**src/rtl/score_if.sv**
```systemverilog
// Game-controller to score-keeper bundle: controller status and pickup pulse in,
// BCD score/high-score digits and update strobes out to the HUD.
interface score_if;
    logic [2:0]  game_state;
    logic        game_en;
    logic        game_reset;
    logic        bonus;
    logic [15:0] score_bcd;
    logic [15:0] high_bcd;
    logic        new_high;
    logic        score_tick;

    modport master (
        output game_state, game_en, game_reset, bonus,
        input  score_bcd, high_bcd, new_high, score_tick
    );

    modport slave (
        input  game_state, game_en, game_reset, bonus,
        output score_bcd, high_bcd, new_high, score_tick
    );
endinterface

```
**src/rtl/score_ctl.sv**
```systemverilog
// Survival/bonus score accumulator (saturating 4-digit BCD) with game-over high-score latch.
// Define SCORE_HIGHSCORE_EN to build the high-score register; otherwise high_bcd/new_high are tied low.
module score_ctl #(
    parameter int TICK_DIV  = 10_000_000,
    parameter int BONUS_PTS = 10
) (
    input  logic clk,
    input  logic hard_reset_n,
    score_if.slave bus
);

    function automatic logic [15:0] to_bcd(input int v);
        return {4'((v / 1000) % 10), 4'((v / 100) % 10), 4'((v / 10) % 10), 4'(v % 10)};
    endfunction

    localparam int             PW         = (TICK_DIV > 1) ? $clog2(TICK_DIV) : 1;
    localparam logic [PW-1:0]  PRESC_TC   = PW'(TICK_DIV - 1);
    localparam logic [15:0]    BONUS_BCD  = to_bcd(BONUS_PTS);
    localparam logic [15:0]    BONUS1_BCD = to_bcd(BONUS_PTS + 1);
    localparam logic [2:0]     ST_PLAYING = 3'b010;
    localparam logic [2:0]     ST_OVER    = 3'b100;

    logic [PW-1:0] presc_q, presc_d;
    logic [15:0]   score_q, score_d;
    logic          score_tick_q, score_tick_d;

    logic          active;
    logic          tick;
    logic          take_bonus;
    logic [15:0]   addend;
    logic [15:0]   sum;
    logic [15:0]   sat_sum;
    logic [4:0]    dsum;
    logic          carry;

    always_comb begin
        active     = (bus.game_state == ST_PLAYING) && bus.game_en;
        tick       = active && (presc_q == PRESC_TC);
        take_bonus = active && bus.bonus;

        unique case ({tick, take_bonus})
            2'b01:   addend = BONUS_BCD;
            2'b10:   addend = 16'h0001;
            2'b11:   addend = BONUS1_BCD;
            default: addend = 16'h0000;
        endcase

        // Digit-serial decimal add; a carry out of the thousands digit means > 9999.
        sum   = '0;
        dsum  = '0;
        carry = 1'b0;
        for (int i = 0; i < 4; i++) begin
            dsum = {1'b0, score_q[4*i +: 4]} + {1'b0, addend[4*i +: 4]} + {4'b0, carry};
            if (dsum > 5'd9) begin
                sum[4*i +: 4] = 4'(dsum - 5'd10);
                carry         = 1'b1;
            end else begin
                sum[4*i +: 4] = dsum[3:0];
                carry         = 1'b0;
            end
        end
        sat_sum = carry ? 16'h9999 : sum;

        presc_d = presc_q;
        score_d = score_q;
        if (bus.game_reset) begin
            presc_d = '0;
            score_d = '0;
        end else if (active) begin
            presc_d = tick ? '0 : presc_q + PW'(1);
            score_d = sat_sum;
        end
        score_tick_d = (score_d != score_q);
    end

    always_ff @(posedge clk or negedge hard_reset_n) begin
        if (!hard_reset_n) begin
            presc_q      <= '0;
            score_q      <= '0;
            score_tick_q <= 1'b0;
        end else begin
            presc_q      <= presc_d;
            score_q      <= score_d;
            score_tick_q <= score_tick_d;
        end
    end

    assign bus.score_bcd  = score_q;
    assign bus.score_tick = score_tick_q;

`ifdef SCORE_HIGHSCORE_EN
    logic [2:0]  state_q, state_d;
    logic        over_q, over_d;
    logic [15:0] high_q, high_d;
    logic        new_high_q, new_high_d;

    // over_q marks the cycle after game_state first reads gameover; the compare happens then.
    always_comb begin
        state_d    = bus.game_state;
        over_d     = (bus.game_state == ST_OVER) && (state_q != ST_OVER);
        high_d     = high_q;
        new_high_d = new_high_q;
        if (over_q && (score_q > high_q)) begin
            high_d     = score_q;
            new_high_d = 1'b1;
        end
        if (bus.game_reset) begin
            new_high_d = 1'b0;
        end
    end

    always_ff @(posedge clk or negedge hard_reset_n) begin
        if (!hard_reset_n) begin
            state_q    <= 3'b000;
            over_q     <= 1'b0;
            high_q     <= '0;
            new_high_q <= 1'b0;
        end else begin
            state_q    <= state_d;
            over_q     <= over_d;
            high_q     <= high_d;
            new_high_q <= new_high_d;
        end
    end

    assign bus.high_bcd = high_q;
    assign bus.new_high = new_high_q;
`else
    assign bus.high_bcd = 16'h0000;
    assign bus.new_high = 1'b0;
`endif

endmodule

```
**src/flat_wrapper.sv**
```systemverilog
// flat-port wrapper written by rule: the top's interface ports become plain ports
module score_ctl_flat 
#(
    parameter int TICK_DIV  = 10_000_000,
    parameter int BONUS_PTS = 10
)
  (clk, hard_reset_n, bus_game_state, bus_game_en, bus_game_reset, bus_bonus, bus_score_bcd, bus_high_bcd, bus_new_high, bus_score_tick);
  score_if bus_i ();
  input  logic clk;
  input  logic hard_reset_n;
  input wire logic [$bits(bus_i.game_state)-1:0] bus_game_state;
  input wire logic [$bits(bus_i.game_en)-1:0] bus_game_en;
  input wire logic [$bits(bus_i.game_reset)-1:0] bus_game_reset;
  input wire logic [$bits(bus_i.bonus)-1:0] bus_bonus;
  output wire logic [$bits(bus_i.score_bcd)-1:0] bus_score_bcd;
  output wire logic [$bits(bus_i.high_bcd)-1:0] bus_high_bcd;
  output wire logic [$bits(bus_i.new_high)-1:0] bus_new_high;
  output wire logic [$bits(bus_i.score_tick)-1:0] bus_score_tick;
  assign bus_i.game_state = bus_game_state;
  assign bus_i.game_en = bus_game_en;
  assign bus_i.game_reset = bus_game_reset;
  assign bus_i.bonus = bus_bonus;
  assign bus_score_bcd = bus_i.score_bcd;
  assign bus_high_bcd = bus_i.high_bcd;
  assign bus_new_high = bus_i.new_high;
  assign bus_score_tick = bus_i.score_tick;
  score_ctl #(.TICK_DIV(TICK_DIV), .BONUS_PTS(BONUS_PTS)) u_core (.clk(clk), .hard_reset_n(hard_reset_n), .bus(bus_i));
endmodule
```
**config.mk**
```make
export PLATFORM = sky130hd
export DESIGN_NAME = score_ctl_flat
export DESIGN_NICKNAME = d
export VERILOG_FILES = /design/src/rtl/score_if.sv /design/src/rtl/score_ctl.sv /design/src/flat_wrapper.sv
export SDC_FILE = /design/constraint.sdc
export NUM_CORES = 1
export LEC_CHECK = 0
export BUFFER_PORTS_ARGS = -buffer_cell sky130_fd_sc_hd__clkbuf_2
export CAP_MARGIN = 40
export CORE_ASPECT_RATIO = 1.25
export CORE_MARGIN = 1.5
export CORE_UTILIZATION = 53
export CTS_CLUSTER_DIAMETER = 100
export DETAILED_ROUTE_END_ITERATION = 10
export GPL_TIMING_DRIVEN = 0
export PLACE_DENSITY = 0.77
export SETUP_SLACK_MARGIN = 0.4
export SKIP_CTS_REPAIR_TIMING = 1
export SYNTH_ARGS = -nofsm -noshare
export SYNTH_HDL_FRONTEND = slang
export SYNTH_SLANG_ARGS = --single-unit
```
**constraint.sdc**
```tcl
create_clock -name clk -period 7.7 [get_ports clk]
set_input_delay 1.54 -clock clk [delete_from_list [all_inputs] [get_ports clk]]
set_output_delay 1.54 -clock clk [all_outputs]
set_load 0.01 [all_outputs]
```
==> results.toml <==
[layout]
syn2layout_area_growth_pct = 30.0
insertedDiodeCount = 0
drive_gt1_share_pct = 25.3
fin_area_mm2 = 0.00441
finalNetCount = 540
fill_cells = 524
utilization_pct = 71.5

[timing]
setup_viol = 1
setup_ws_ns = -0.415
post-route-period-util_pct = 105
drv_slew = 0
rsz0062_at_grt = "yes"
period_needed_ns = 8.11
slew_headroom_pct = 45.4
finClkSkew_ns = 0.00946
worstMarginPinSlew_ns = 0.813
fmax_mhz = 123
hold_viol_final = 0

[pwr]
cellLeakagePower_uw = 0.00182
vdd_drop_max_v = 0.000111
p_total_uw = 445
powerDensity_mw_per_mm2 = 101

[placed_design]
dp_hpwl_mm = 6.65
place.gp.congestion = 0.954
placed_area_mm2 = 0.00391
portBuffers = 24

[logic_synthesis]
yosys.cell_count.top_type = "nor2_1"
syn_inst = 441
synth_area_leaders = "dfrtp_1 (30%), o21ai_0 (5.2%), nor2_1 (5.1%)"
syn-cell-area_mm2 = 0.00339
yosys.area.top_type_share_pct = 30.3
netlist_top_cells_count = "nor2_1 (46), dfrtp_1 (41), nand2_1 (37)"
synth-seq-cells = 41
async_flop_share_pct = 100
yosysWarnings = 0
syn_area_per_cell_um2 = 7.69
ys_seq_area_share_pct = 30.3
synth_cell_types = 59
synth_edf_count = 0
synth_ff_type = "dfrtp_1"
synth_top_cell_by_area = "dfrtp_1"

[die]
rows = 32
io_pins = 42
coreArea_mm2 = 0.00617
die_w_um = 74.5
initial_core_util_pct = 55.0
die_y_um = 92.4
dieArea_mm2 = 0.00689

[critical_path]
r2r_setup_slack_ns = 0.23
critical-path-top-delay-family = "simple AND/OR/NAND/NOR gates"
cp-end-kind = "flip-flop"
cpMaxStageDelayCell = "or4_1"
crit_type = "in2reg"
worstSetupStartpointType = "input pin"
rr_startpoint = "u_core.presc_q[8]"
cp.required_ns = 7.87
crit_fanout = 8
worst_path_most_repeated_cell = "ha_4"
r2r_end = "u_core.bus.score_tick"
cp.arrival_ns = 8.28
r2r_cells = 34
path_buf_inv = 9
critPathMaxStageDelay_ns = 0.51

[route]
postRouteAntennaNets = 0
drc_errors = 0
first_pass_iters = 5
drt-wirelength-per-cell_um = 16.0
drt-initial-drc-count = 299
vias_per_cell = 6.06
num_vias = 3670
drt_wl_total_mm = 9.69

[global_routing]
grt_pass1_vias = 3182
track_usage_pct = 27.8
antenna_found_initial = 0
grt_overflow = 0
grt_pass1_wl_mm = 15.0
grt_start_max_net_pins = 33

[clock_tree]
root_buffer = "clkbuf_8"
clk_pin_slew_ns = 0.08
clockBufferDepth = 2
cts.htree.levels = 2
cts_tree = "yes"
insertion_delay_ns = 0.30
numCtsBuffers = 5
clock_sinks = 41

[min_path]
hold_path_class = "reg2reg"
holdPathEnd = "u_core.presc_q[21]"
whs_path_depth = 1
holdCritStartpoint = "u_core.presc_q[21]"

[flow_run]
max-cap-violations = 0

[status]
failed_checks = "setup timing"
status = "finished, violations left"
## kinds of logic (layout without fill, tap and decap cells)
| logic type | Yosys count | count (layout) | share of synthesized area (%) |
|---|---|---|---|
| xor+xnor | 21 | 21 | 5.42 |
| other cells | 1 | 17 | 0.111 |
| simple gates | 187 | 187 | 28.7 |
| fa+ha+maj | 12 | 12 | 4.65 |
| compound gates | 120 | 120 | 22.1 |
| buf+inv | 59 | 123 | 8.78 |
| flops | 41 | 41 | 30.3 |
## layout by cell type (no fill, tap or decap), types with 17 or more instances in the layout
cell type	count
nor2_1	45
nand3_1	21
clkbuf_1	17
nand2_1	35
buf_4	48
clkbuf_2	22
a21oi_1	27
dfrtp_1	41
o21ai_0	33
conb_1	17
## worst reg2reg max path, delay by kind of cell (launching register included)
kind                     cells  cell delay [ns]
flip-flops                   1             0.46
AND/OR/NAND/NOR              9             2.65
AO/OA/AOI/OAI               10             1.51
buffers and inverters        7             0.64
adder cells (fa/ha/maj)      8             2.04
## state kept, by name, indices dropped and copies added (netlist names)
name and cells:
u_core.presc_q 24, u_core.bus.score_bcd 16, u_core.bus.score_tick 1
## cell type report
cell class | count | area (µm²) | area share [%]
multi-input combinational | 357 | 2370 | 53.8
clock buffer | 7 | 86.3 | 1.96
clock inverter | 1 | 30.0 | 0.681
inverter | 16 | 67.6 | 1.53
tap | 85 | 106 | 2.41
timing repair buffer | 56 | 403 | 9.14
sequential | 41 | 1030 | 23.3
buffer | 43 | 315 | 7.16
## per-layer routing
| metal | GRT usage [%] | up-vias | wire (µm) | share of wire [%] |
|---|---|---|---|---|
| met5 | 0 | - | 0 | 0 |
| met4 | 12.6 | 0 | 297 | 3.1 |
| met3 | 3.16 | 28 | 551 | 5.7 |
| met2 | 47.0 | 169 | 4990 | 52 |
| met1 | 34.8 | 1745 | 3840 | 40 |
| li1 | - | 1728 | - | - |
## worst max-delay path by stage
| stage | startpoint | to | slack (ns) | cells past startpoint |
|---|---|---|---|---|
| after floorplan | bus_game_state[2] | u_core.bus.score_tick | -0.24 | 35 |
| after global placement | bus_game_state[2] | u_core.bus.score_tick | -1.03 | 36 |
| after detailed placement | bus_game_state[2] | u_core.bus.score_tick | -1.05 | 35 |
| after CTS | bus_game_state[2] | u_core.bus.score_tick | -0.75 | 36 |
| after global routing | bus_game_state[0] | u_core.bus.score_tick | -0.75 | 36 |
| final | bus_game_state[0] | u_core.bus.score_tick | -0.41 | 36 |
## per-stage QoR
stage | TNS, ns | worst slack (ns) | cells | hold WS [ns]
after floorplan | -0.244 | -0.244 | 457 | 0.510
after global placement | -3.41 | -1.03 | 566 | 0.542
after detailed placement | -3.69 | -1.05 | 567 | 0.548
after CTS | -0.838 | -0.751 | 575 | 0.560
after global routing | -0.752 | -0.752 | 606 | 0.603
final | -0.415 | -0.415 | 606 | 0.564
## report_power, final
group	internal, µW	switching [µW]	total [µW]
Clock	106	77.3	183
Combinational	17.0	26.4	43.4
Sequential	217	1.99	219
Note: power is estimated with default switching activity, not from simulation.
